--- config.mk ---
export PLATFORM = sky130hd
export DESIGN_NAME = branch_tag_manager
export DESIGN_NICKNAME = d
export VERILOG_FILES = /design/src/rtl/mips_core_pkg.sv /design/src/rtl/tag_range_mask.sv /design/src/rtl/branch_tag_manager.sv
export SDC_FILE = /design/constraint.sdc
export NUM_CORES = 1
export LEC_CHECK = 0
export BUFFER_PORTS_ARGS = -buffer_cell sky130_fd_sc_hd__buf_2
export CAP_MARGIN = 25
export CORE_MARGIN = 1
export CORE_UTILIZATION = 40
export DETAILED_ROUTE_END_ITERATION = 16
export SYNTH_ARGS = -nofsm -noshare
export SYNTH_HDL_FRONTEND = slang
export SYNTH_SLANG_ARGS = --single-unit
--- constraint.sdc ---
create_clock -name clk -period 6.2 [get_ports clk]
set_clock_uncertainty 0.2 [all_clocks]
set_input_delay 0.31 -clock clk [delete_from_list [all_inputs] [get_ports clk]]
set_output_delay 0.31 -clock clk [all_outputs]
set_load 0.02 [all_outputs]
--- src/rtl/mips_core_pkg.sv ---
// Shared types and defaults for the branch tag pool: tag struct, pool size, and
// the recovery FSM state encoding.
package mips_core_pkg;

    localparam int DEFAULT_NUM_TAGS = 8;
    localparam int DEFAULT_TAG_W    = $clog2(DEFAULT_NUM_TAGS);

    typedef struct packed {
        logic [DEFAULT_TAG_W-1:0] id;
        logic                     color;
    } branch_tag_t;

    typedef enum logic {
        NORMAL  = 1'b0,
        RECOVER = 1'b1
    } tag_fsm_e;

endpackage

--- src/rtl/tag_range_mask.sv ---
// Circular range mask over the tag pool: bit i is set when i lies in [start, end)
// going upward with wrap-around. An equal start and end gives an empty mask.
module tag_range_mask
    import mips_core_pkg::*;
#(
    parameter int NUM_TAGS = DEFAULT_NUM_TAGS,
    parameter int TAG_W    = $clog2(NUM_TAGS)
) (
    input  logic [TAG_W-1:0]    i_start,
    input  logic [TAG_W-1:0]    i_end,
    output logic [NUM_TAGS-1:0] o_mask
);

    logic [TAG_W-1:0] w_len;

    assign w_len = i_end - i_start;

    always_comb begin
        o_mask = '0;
        for (int i = 0; i < NUM_TAGS; i++) begin
            o_mask[i] = (TAG_W'(i) - i_start) < w_len;
        end
    end

endmodule

--- src/rtl/branch_tag_manager.sv ---
// Circular branch tag pool: allocates tags to decode in program order, tracks
// resolution, retires from the head and broadcasts a squash mask on misprediction.
module branch_tag_manager
    import mips_core_pkg::*;
#(
    parameter int NUM_TAGS = DEFAULT_NUM_TAGS,
    parameter int TAG_W    = $clog2(NUM_TAGS)
) (
    input  logic                clk,
    input  logic                rst_n,
    input  logic                i_alloc_req,
    output logic                o_alloc_gnt,
    output logic [TAG_W-1:0]    o_alloc_id,
    output logic                o_alloc_color,
    input  logic                i_resolve_valid,
    input  logic [TAG_W-1:0]    i_resolve_id,
    input  logic                i_resolve_color,
    input  logic                i_resolve_miss,
    output logic                o_squash_valid,
    output logic [NUM_TAGS-1:0] o_squash_mask,
    output logic                o_recover_busy,
    output logic [TAG_W:0]      o_outstanding,
    output logic                o_full,
    output logic                o_empty
);

    logic [NUM_TAGS-1:0] r_valid;
    logic [NUM_TAGS-1:0] r_resolved;
    logic [NUM_TAGS-1:0] r_color;
    logic [TAG_W:0]      r_head;
    logic [TAG_W:0]      r_tail;
    tag_fsm_e            r_state;
    logic                r_squash_valid;
    logic [NUM_TAGS-1:0] r_squash_mask;

    logic [TAG_W-1:0]    w_head_idx;
    logic [TAG_W-1:0]    w_tail_idx;
    logic                w_full;
    logic                w_res_ok;
    logic                w_miss;
    logic                w_retire;
    logic                w_gnt;
    logic [TAG_W-1:0]    w_kill_start;
    logic [NUM_TAGS-1:0] w_kill_mask;
    logic [TAG_W:0]      w_miss_tail;
    logic [NUM_TAGS-1:0] w_valid_nxt;

    assign w_head_idx = r_head[TAG_W-1:0];
    assign w_tail_idx = r_tail[TAG_W-1:0];
    assign w_full     = (w_head_idx == w_tail_idx) && (r_head[TAG_W] != r_tail[TAG_W]);

    // A resolve only counts if it names the live occupant of the slot; the color
    // rejects resolves for a tag generation that has already been reclaimed.
    assign w_res_ok = i_resolve_valid && r_valid[i_resolve_id]
                      && (r_color[i_resolve_id] == i_resolve_color);
    assign w_miss   = w_res_ok && i_resolve_miss;
    assign w_retire = r_valid[w_head_idx] && r_resolved[w_head_idx];

    // Any miss on the bus withholds the grant, stale or not, to keep this path short.
    assign w_gnt = i_alloc_req && !w_full && (r_state == NORMAL)
                   && !(i_resolve_valid && i_resolve_miss);

    assign w_kill_start = i_resolve_id + TAG_W'(1);
    assign w_miss_tail  = {i_resolve_color, i_resolve_id} + (TAG_W+1)'(1);

    tag_range_mask #(
        .NUM_TAGS (NUM_TAGS),
        .TAG_W    (TAG_W)
    ) u_kill_mask (
        .i_start (w_kill_start),
        .i_end   (w_tail_idx),
        .o_mask  (w_kill_mask)
    );

    // Retire, allocate and kill touch disjoint slots; allocate and kill never coincide.
    always_comb begin
        w_valid_nxt = r_valid;
        if (w_retire) w_valid_nxt[w_head_idx] = 1'b0;
        if (w_gnt)    w_valid_nxt[w_tail_idx] = 1'b1;
        if (w_miss)   w_valid_nxt = w_valid_nxt & ~w_kill_mask;
    end

    always_ff @(posedge clk or negedge rst_n) begin
        if (!rst_n) begin
            r_valid    <= '0;
            r_resolved <= '0;
            r_color    <= '0;
            r_head     <= '0;
            r_tail     <= '0;
        end else begin
            r_valid <= w_valid_nxt;
            if (w_retire) r_head <= r_head + (TAG_W+1)'(1);
            if (w_gnt) begin
                r_resolved[w_tail_idx] <= 1'b0;
                r_color[w_tail_idx]    <= r_tail[TAG_W];
                r_tail                 <= r_tail + (TAG_W+1)'(1);
            end
            if (w_res_ok) r_resolved[i_resolve_id] <= 1'b1;
            if (w_miss)   r_tail <= w_miss_tail;
        end
    end

    always_ff @(posedge clk or negedge rst_n) begin
        if (!rst_n) begin
            r_state        <= NORMAL;
            r_squash_valid <= 1'b0;
            r_squash_mask  <= '0;
        end else begin
            r_squash_valid <= w_miss;
            r_squash_mask  <= w_miss ? w_kill_mask : '0;
            case (r_state)
                NORMAL:  r_state <= w_miss ? RECOVER : NORMAL;
                RECOVER: r_state <= w_miss ? RECOVER : NORMAL;
                default: r_state <= NORMAL;
            endcase
        end
    end

    assign o_alloc_gnt    = w_gnt;
    assign o_alloc_id     = w_tail_idx;
    assign o_alloc_color  = r_tail[TAG_W];
    assign o_squash_valid = r_squash_valid;
    assign o_squash_mask  = r_squash_mask;
    assign o_recover_busy = (r_state == RECOVER);
    assign o_outstanding  = r_tail - r_head;
    assign o_full         = w_full;
    assign o_empty        = (r_tail == r_head);

endmodule

==> impl_metrics.toml, run 1 <==
[status]
status = "complete, no violations"

[detailed_routing]
drc = 0
m1WireLength_um = 2940
num_vias = 1897
met3_wirelength_um = 276
wl_met2_um = 2780
drtIter0Drc = 131
avgRoutedWirePerCell_um = 17.2
top_layer_used = "met4"
first_pass_iters = 4
via_per_inst = 5.39
wl_um = 6060
ant_nets = 0

[placed_design]
pre_cts_ws_ns = 2.91
dp_cells = 343
placed_area_um2 = 2740
portBuffers = 29
place_congestion = 0.797
hpwl_um = 4580

[synthesis]
syn_area_um2 = 2580
synth_seq_area_share_pct = 39.8
syn_nets = 277
synth.avg_cell_area_um2 = 10.3
synth_ff_type = "dfrtp_1"
syn_inst = 251
synth_area_leaders = "dfrtp_1, ha_1, nand2_1"
ys_types = 49
synth-edff-count = 0
synth_top_area_share_pct = 39.8
ys_warn_count = 0
yosys.area.top_type = "dfrtp_1"
synthArstFlopShare_pct = 100
ys_ff_latch = 41

[timing]
period_minus_slack_ns = 3.12
finalCritPeriodShare_pct = 50.3
hold_viol_final = 0
rsz0062_at_grt = "no"
maxSlewViolCount = 0
setup_viol = 0
tightest_slew_ns = 0.889
fin_ws_ns = 3.08
clock.fmax_mhz = 321
slew_headroom_pct = 40.7
tns_ns = 0

[clock_tree]
postCtsHoldBufs = 1
clk_latency_ns = 0.31
clock-root-buffer = "clkbuf_8"
clk_pin_slew_ns = 0.08
h-tree-depth = 2
clock_sinks = 41
clock_path_buffers = 2
cts_buffers = 5
cts_tree = "built"
cts_setup_buffers = 0
cts_resized = 0

[critical_path]
critPathLaunch = "r_head[2]$_DFFE_PN0N_"
worstSetupPathType = "flip-flop to flip-flop"
r2r_setup_slack_ns = 3.08
reg2reg_depth = 7
cp.required_ns = 6.19
crit_path_max_fanout = 15
critPathCapture = "r_color[7]$_DFFE_PN0P_"
r2r-end = "r_color[7]$_DFFE_PN0P_"
endpoint_kind = "flip-flop"
worstPathArrival_ns = 3.11
r2r_start = "r_head[2]$_DFFE_PN0N_"
startpoint_type = "flip-flop"

[power_and_ir_drop]
pwr-share-comb_pct = 51.2
switching_share_pct = 45.6
p_per_area_nw_per_um2 = 550
leakage_uw = 0.00137
pwr-share-clk_pct = 16.3
finalPower_uw = 1580
peakVddDrop_uv = 325
p_int_uw = 861
seqPwrFrac_pct = 32.5
switching_power_uw = 722

[final_layout]
drive_gt1_share_pct = 24.2
design_area_um2 = 2880
num-fill-cells = 588
antenna_cells = 0
area.growth.synth_to_final_pct = 11.6
final_cells = 352
final_nets = 302
regArea_um2 = 1030
multi_input_area_um2 = 1400

[global_route]
antenna_found_initial = 0
grtUsageTotal_pct = 20.6
grt.overflow.total = 0
grt_pass1_wl_um = 9970
grt_pass1_vias = 1855
grt_max_degree = 42

[floorplan]
fp.dieH_um = 82.3
die_w_um = 82.3
dieArea_um2 = 6770
rows = 28
core_area_um2 = 6060
start_util_pct = 42.5
io_pins = 30

[worst_hold_path]
hp-start = "i_resolve_color"
hold_path_class = "input pin to flip-flop"

[flow_run]
maxCapViolCount = 0
## layer usage
| layer | up-vias | track usage, % |
|---|---|---|
| met5 | - | 0 |
| met3 | 6 | 3.63 |
| met4 | 0 | 5.26 |
| met1 | 910 | 28.5 |
| li1 | 927 | - |
| met2 | 54 | 33.1 |
## per-stage QoR
step | hold WS [ns] | utilization [%]
finish | 0.145 | 47.5
global route | 0.167 | 47.5
CTS | 0.151 | 47.5
detailed placement | 0.291 | 45.1
global placement | 0.290 | 45.1
floorplan | -0.186 | -
## synth_stat cells, drive strengths merged (5+ instances only)
cell type and instances:
xor2 7, o21ai 9, buf 9, and2 5, nand2 28, inv 20, nand3 8, a32o 8
dfrtp 41, ha 16, a21oi 19, xnor2 9, nor2b 5, mux2 8, nor2 11
## power groups by stage
stage | Clock (µW) | Combinational (µW) | Sequential [µW]
finish | 258 | 810 | 515
global route | 270 | 911 | 535
CTS | 260 | 816 | 513
detailed placement | 0 | 811 | 519
global placement | 0 | 795 | 517
floorplan | 0 | 653 | 465
## worst min-delay path by stage
stage	end	cells past startpoint	slack, ns
6_report	r_tail[3]$_DFFE_PN0P_	4	0.14
3_5_place_dp	r_color[4]$_DFFE_PN0P_	1	0.29
2_1_floorplan	o_squash_mask[0]$_DFF_PN0_	0	-0.19
4_1_cts	r_tail[3]$_DFFE_PN0P_	4	0.15
5_1_grt	r_tail[3]$_DFFE_PN0P_	4	0.17
3_3_place_gp	r_color[1]$_DFFE_PN0P_	1	0.29
## layout by cell type, fill, tap and decap left out, types with 2 or more instances in the layout
| master | n |
|---|---|
| and2_1 | 5 |
| nand2_1 | 28 |
| a21oi_2 | 4 |
| nor2_2 | 2 |
| nand2b_1 | 3 |
| o21ai_0 | 9 |
| a21o_1 | 4 |
| bufinv_16 | 2 |
| a22oi_1 | 2 |
| mux2_2 | 8 |
| inv_2 | 2 |
| and4b_1 | 3 |
| a211oi_4 | 2 |
| mux2i_1 | 4 |
| nor2b_1 | 5 |
| nor2_1 | 9 |
| xor2_2 | 2 |
| dfrtp_1 | 41 |
| nand3_1 | 7 |
| and3_1 | 2 |
| xor2_1 | 5 |
| o31ai_1 | 4 |
| xnor2_1 | 9 |
| clkbuf_8 | 5 |
| ha_1 | 16 |
| buf_2 | 29 |
| a32o_1 | 8 |
| o211ai_1 | 3 |
| a21oi_1 | 15 |
| inv_1 | 18 |
| a211oi_2 | 2 |
## sequential cells by signal (all words and copies together) (netlist names)
| signal | count |
|---|---|
| o_squash_mask | 8 |
| o_squash_valid | 1 |
| r_color | 8 |
| r_head | 4 |
| r_resolved | 8 |
| r_tail | 4 |
| r_valid | 8 |
## cell type report
| class | count | share of cell area, % |
|---|---|---|
| multi-input cells | 178 | 48.5 |
| flip-flops and latches | 41 | 35.6 |
| repair buffers | 30 | 5.39 |
| well taps | 75 | 3.26 |
| inverters | 20 | 2.61 |
| clock buffers | 5 | 2.39 |
| clock inverters | 3 | 2.26 |
## worst max-delay path: stages, from the launching register on
cell and delay (ns):
dfrtp_1 0.67, inv_1 0.23, ha_1 0.37, and3_1 0.24, a221oi_4 0.39, and2_1 0.28
and3_2 0.27, mux2_2 0.34
## kinds of logic (layout without fill, tap and decap cells)
group	count (synthesis)	in the layout	share of synthesized area, %
and+or+nand+nor	73	73	15.4
muxes	13	13	5.92
adders and majority gates	18	18	8.93
AOI/OAI and AO/OA	58	58	17.8
buffers and inverters	32	58	6.11
xor gates and xnor gates	16	16	6.02
DFF	41	41	39.8
No activity file was read; power rests on OpenSTA's default activity.
==> inputs of run 2 (changes only) <==
clock period = 2.8 ns   (was 6.2 ns; I/O delays follow)
==> run 2 against run 1 <==
Against the previous run:
- core utilization increased by 1.9 points
- largest cell class unchanged
- final cell count up 4.0%
- final area increased by 3.9%
==> impl_metrics.toml, run 2 (same netlist as run 1, synthesis figures left out) <==
[timing]
clock.fmax_mhz = 379
hold_viol_final = 0
maxSlewViolCount = 0
tightest_slew_ns = 0.463
period_minus_slack_ns = 2.64
hold_slack_ns = 0.0355
fin_ws_ns = 0.165
slew_headroom_pct = 68.9
finalCritPeriodShare_pct = 94.1
setup_viol = 0

[critical_path]
r2r_start = "r_head[2]$_DFFE_PN0N_"
cp.required_ns = 2.78
endpoint_kind = "flip-flop"
startpoint_type = "flip-flop"
r2r_setup_slack_ns = 0.16
reg2reg_depth = 7
r2r-end = "r_color[6]$_DFFE_PN0P_"
worstPathArrival_ns = 2.62
critPathCapture = "r_color[6]$_DFFE_PN0P_"
worstSetupPathType = "flip-flop to flip-flop"
crit_path_max_fanout = 5
critPathLaunch = "r_head[2]$_DFFE_PN0N_"

[detailed_routing]
wl_um = 6230
via_per_inst = 5.47
met3_wirelength_um = 303
ant_nets = 0
wl_met2_um = 2890
drc = 0
m1WireLength_um = 2960
avgRoutedWirePerCell_um = 17.0
first_pass_iters = 4
top_layer_used = "met4"
num_vias = 2001
drtIter0Drc = 115

[final_layout]
final_common_cell = "dfrtp_1"
antenna_cells = 0
area.growth.synth_to_final_pct = 16.0
regArea_um2 = 1030
most-common-layout-cells = "dfrtp_1, buf_2, nand2_1"
design_area_um2 = 2990
final_util_pct = 49.4
multi_input_area_um2 = 1400
final_nets = 316
final_cells = 366
drive_gt1_share_pct = 27.1
num-fill-cells = 587

[placed_design]
portBuffers = 29
pre_cts_ws_ns = 0.0464
dp_cells = 354
hpwl_um = 4720
placed_area_um2 = 2820
place_congestion = 0.866

[global_route]
grt.overflow.total = 0
grtUsageTotal_pct = 20.6
grt_pass1_vias = 1908
grt_pass1_wl_um = 10000
grt_max_degree = 42
antenna_found_initial = 0

[power_and_ir_drop]
p_per_area_nw_per_um2 = 1170
leakage_uw = 0.00143
peakVddDrop_uv = 762

[clock_tree]
clock_path_buffers = 2
clk_latency_ns = 0.29
clock_sinks = 41
cts_setup_buffers = 0
clk_pin_slew_ns = 0.08
cts_tree = "built"
h-tree-depth = 2
clock-root-buffer = "clkbuf_8"
cts_buffers = 5

[floorplan]
dieArea_um2 = 6770
rows = 28
fp.dieH_um = 82.3
die_w_um = 82.3
io_pins = 30
core_area_um2 = 6060
start_util_pct = 42.5

[flow_run]
maxCapViolCount = 0

[worst_hold_path]
hold_path_class = "input pin to flip-flop"

[status]
status = "complete, no violations"
[run 2: cell types whose count changed in the layout (fill, tap and decap cells not counted), sizes merged]
| cell | previous run | this run |
|---|---|---|
| buf | 29 | 41 |
| bufinv | 2 | 1 |
| clkbuf | 5 | 7 |
| clkinv | 1 | 0 |
| dlygate4sd3 | 1 | 3 |
[run 2: critical path: stages, from the launching register on]
cell      delay (ns)
dfrtp_1         0.38
inv_1           0.18
ha_1            0.30
and3_1          0.24
a221oi_4        0.31
and2_1          0.32
nand3_1         0.25
mux2_2          0.34
[run 2: stage by stage]
stage          setup TNS, ns  total power [µW]
2_1_floorplan              0              2480
3_3_place_gp               0              2970
3_5_place_dp               0              3010
4_1_cts                    0              3520
5_1_grt             -0.00553              3820
6_report                   0              3510
[run 2: layout make-up]
class                           count  share of cell area, %
Multi-Input combinational cell    178                   46.9
Tap cell                           75                   3.14
Inverter                           20                   2.51
Clock buffer                        7                   2.89
Sequential cell                    41                   34.3
Clock inverter                      1                   1.00
Timing Repair Buffer               44                   9.28
[run 2: how the worst min path moves through the flow]
| stage | from | end | slack (ns) | cells past startpoint |
|---|---|---|---|---|
| 4_1_cts | i_resolve_id[0] | r_tail[0]$_DFFE_PN0P_ | 0.02 | 4 |
| 3_3_place_gp | rst_n | r_color[2]$_DFFE_PN0P_ | 0.14 | 1 |
| 6_report | i_resolve_id[0] | r_tail[0]$_DFFE_PN0P_ | 0.04 | 4 |
| 3_5_place_dp | rst_n | r_color[3]$_DFFE_PN0P_ | 0.13 | 1 |
| 2_1_floorplan | rst_n | o_squash_mask[0]$_DFF_PN0_ | -0.36 | 0 |
| 5_1_grt | i_resolve_id[0] | r_tail[0]$_DFFE_PN0P_ | 0.1 | 4 |
[run 2: power by group]
group	total [µW]	switching [µW]	leakage [µW]	internal [µW]
logic	1990	1190	0.000853	799
registers	1030	200	0.000521	826
clock network	498	208	0.0000585	291
total	3510	1600	0.00143	1920
[run 2: what timing repair did]
action,4_1_cts,5_1_grt
hold buffers,2,1
endpoints found under the setup margin,0,7
resized for setup,0,1
endpoints found under the hold margin,42,1
[run 2: routing by layer]
| layer | GRT usage (%) | up-vias |
|---|---|---|
| li1 | - | 954 |
| met3 | 3.41 | 11 |
| met2 | 34.0 | 53 |
| met4 | 4.21 | 0 |
| met1 | 28.6 | 983 |
| met5 | 0 | - |
==> inputs of run 3 (changes only) <==
CORE_UTILIZATION = 45   (was 40)
clock period = 2.5 ns   (was 2.8 ns; I/O delays follow)
==> run 3 against run 2 <==
Against the previous run:
- sequential share of layout area is 2.8 points lower
- critical path type unchanged
- highest routed layer unchanged
- critical path depth is 4 higher
- sequential power is 11% higher
- largest power group unchanged
==> impl_metrics.toml, run 3 (same netlist as run 1, synthesis figures left out) <==
[detailed_routing]
drtIter0Drc = 129
avgRoutedWirePerCell_um = 17.5
wl_um = 6700
first_pass_iters = 4
drc = 0
via_per_inst = 5.48
ant_nets = 0
num_vias = 2093

[timing]
clock.fmax_mhz = 416
maxSlewViolCount = 0
tns_ns = 0
hold_viol_final = 0
slew_headroom_pct = 54.1
hold_slack_ns = 0.0586
period_minus_slack_ns = 2.40
tightest_slew_ns = 0.688
fin_ws_ns = 0.0962
finalCritPeriodShare_pct = 96.2
setup_viol = 0

[global_route]
antenna_found_initial = 0
grt_max_degree = 29
grt_pass1_vias = 2080
grt_pass1_wl_um = 10800
grt.overflow.total = 0
grtUsageTotal_pct = 23.9

[floorplan]
die_w_um = 77.7
dieArea_um2 = 6040
core_area_um2 = 5510
start_util_pct = 46.8
rows = 27
io_pins = 30
fp.dieH_um = 77.7

[critical_path]
worstSetupPathType = "flip-flop to flip-flop"
r2r-end = "r_tail[2]$_DFFE_PN0P_"
endpoint_kind = "flip-flop"
cp.required_ns = 2.52
crit_path_max_fanout = 6
reg2reg_depth = 11
worstPathArrival_ns = 2.43
startpoint_type = "flip-flop"
r2r_setup_slack_ns = 0.1
r2r_start = "r_valid[7]$_DFF_PN0_"

[worst_hold_path]
hold-path-endpoint = "r_tail[0]$_DFFE_PN0P_"
hold_path_class = "input pin to flip-flop"
hp-start = "i_resolve_id[0]"
worstHoldPathCells = 4

[final_layout]
most-common-layout-cells = "dfrtp_1, buf_4, buf_2"
drive_gt1_share_pct = 38.1
antenna_cells = 0
area.growth.synth_to_final_pct = 26.4
final_nets = 335
design_area_um2 = 3260
final_common_cell = "dfrtp_1"

[power_and_ir_drop]
seqPwrFrac_pct = 26.1
p_int_uw = 2400
finalPower_uw = 4360
pwr-share-clk_pct = 12.5
p_per_area_nw_per_um2 = 1340
peakVddDrop_uv = 776
switching_power_uw = 1960
switching_share_pct = 45.0
leakage_uw = 0.00154
pwr-share-comb_pct = 61.5

[clock_tree]
h-tree-depth = 2
cts_tree = "built"
cts_buffers = 5
clk_pin_slew_ns = 0.08
clock-root-buffer = "clkbuf_8"
clock_path_buffers = 2
clk_latency_ns = 0.30
clock_sinks = 41

[placed_design]
portBuffers = 29
pre_cts_ws_ns = -0.00220
placed_area_um2 = 3060
hpwl_um = 5050
place_congestion = 0.885

[flow_run]
maxCapViolCount = 0

[status]
status = "complete, no violations"
[run 3: cell count changes in the layout (fill, tap and decap cells not counted), sizes merged]
cell | previous run | this run
clkinv | 0 | 1
clkinvlp | 0 | 1
dlygate4sd3 | 3 | 2
buf | 41 | 61
clkbuf | 7 | 5
[run 3: worst max-delay path, cell delays in order, from the launching register on]
cell and delay, ns:
dfrtp_1 0.40, nand2_1 0.07, mux4_2 0.52, a21oi_4 0.18
nand3_4 0.14, inv_2 0.12, nand2_1 0.06, o21ai_0 0.07
ha_1 0.21, nand2_1 0.07, xor2_1 0.14, a21oi_1 0.14
[run 3: power groups by stage]
| stage | logic [µW] | clock network [µW] | registers (µW) |
|---|---|---|---|
| 2_1_floorplan | 1800 | 0 | 1170 |
| 3_3_place_gp | 2500 | 0 | 1140 |
| 3_5_place_dp | 2550 | 0 | 1150 |
| 4_1_cts | 2570 | 559 | 1140 |
| 5_1_grt | 2960 | 581 | 1170 |
| 6_report | 2680 | 543 | 1140 |
[run 3: worst max path at each step]
stage | endpoint | depth (start not counted) | start
6_report | r_tail[2]$_DFFE_PN0P_ | 11 | r_valid[7]$_DFF_PN0_
5_1_grt | r_tail[2]$_DFFE_PN0P_ | 11 | r_valid[4]$_DFF_PN0_
4_1_cts | r_valid[7]$_DFF_PN0_ | 11 | r_tail[0]$_DFFE_PN0P_
3_5_place_dp | r_valid[4]$_DFF_PN0_ | 12 | i_resolve_id[0]
3_3_place_gp | r_tail[2]$_DFFE_PN0P_ | 13 | i_resolve_id[0]
2_1_floorplan | r_color[7]$_DFFE_PN0P_ | 7 | r_tail[0]$_DFFE_PN0P_
[run 3: area by class of cell]
| type | count | area (µm²) |
|---|---|---|
| inverters | 20 | 82.6 |
| repair buffers | 63 | 430 |
| clock inverters | 3 | 46.3 |
| flip-flops and latches | 41 | 1030 |
| fillers | 474 | 2250 |
| clock buffers | 5 | 68.8 |
| multi-input cells | 178 | 1510 |
| well taps | 72 | 90.1 |
[run 3: repair_timing]
action / in CTS / in global routing
endpoints found under the hold margin: 28 / 0
endpoints found under the setup margin: 0 / 10
gates resized for setup: 0 / 8
hold buffers: 2 / 0
setup buffers: 0 / 4
[run 3: per-layer routing]
| metal | track usage, % | vias to the layer above | wire length, µm |
|---|---|---|---|
| met5 | 0 | - | 0 |
| met2 | 37.4 | 73 | 3030 |
| li1 | - | 999 | - |
| met3 | 4.12 | 13 | 325 |
| met1 | 32.7 | 1008 | 3170 |
| met4 | 10.0 | 0 | 173 |
[run 3: metrics by stage]
step           instances  util (%)
2_1_floorplan        251         -
3_3_place_gp         368      55.5
3_5_place_dp         368      55.5
4_1_cts              378      58.0
5_1_grt              382      59.2
6_report             382      59.2
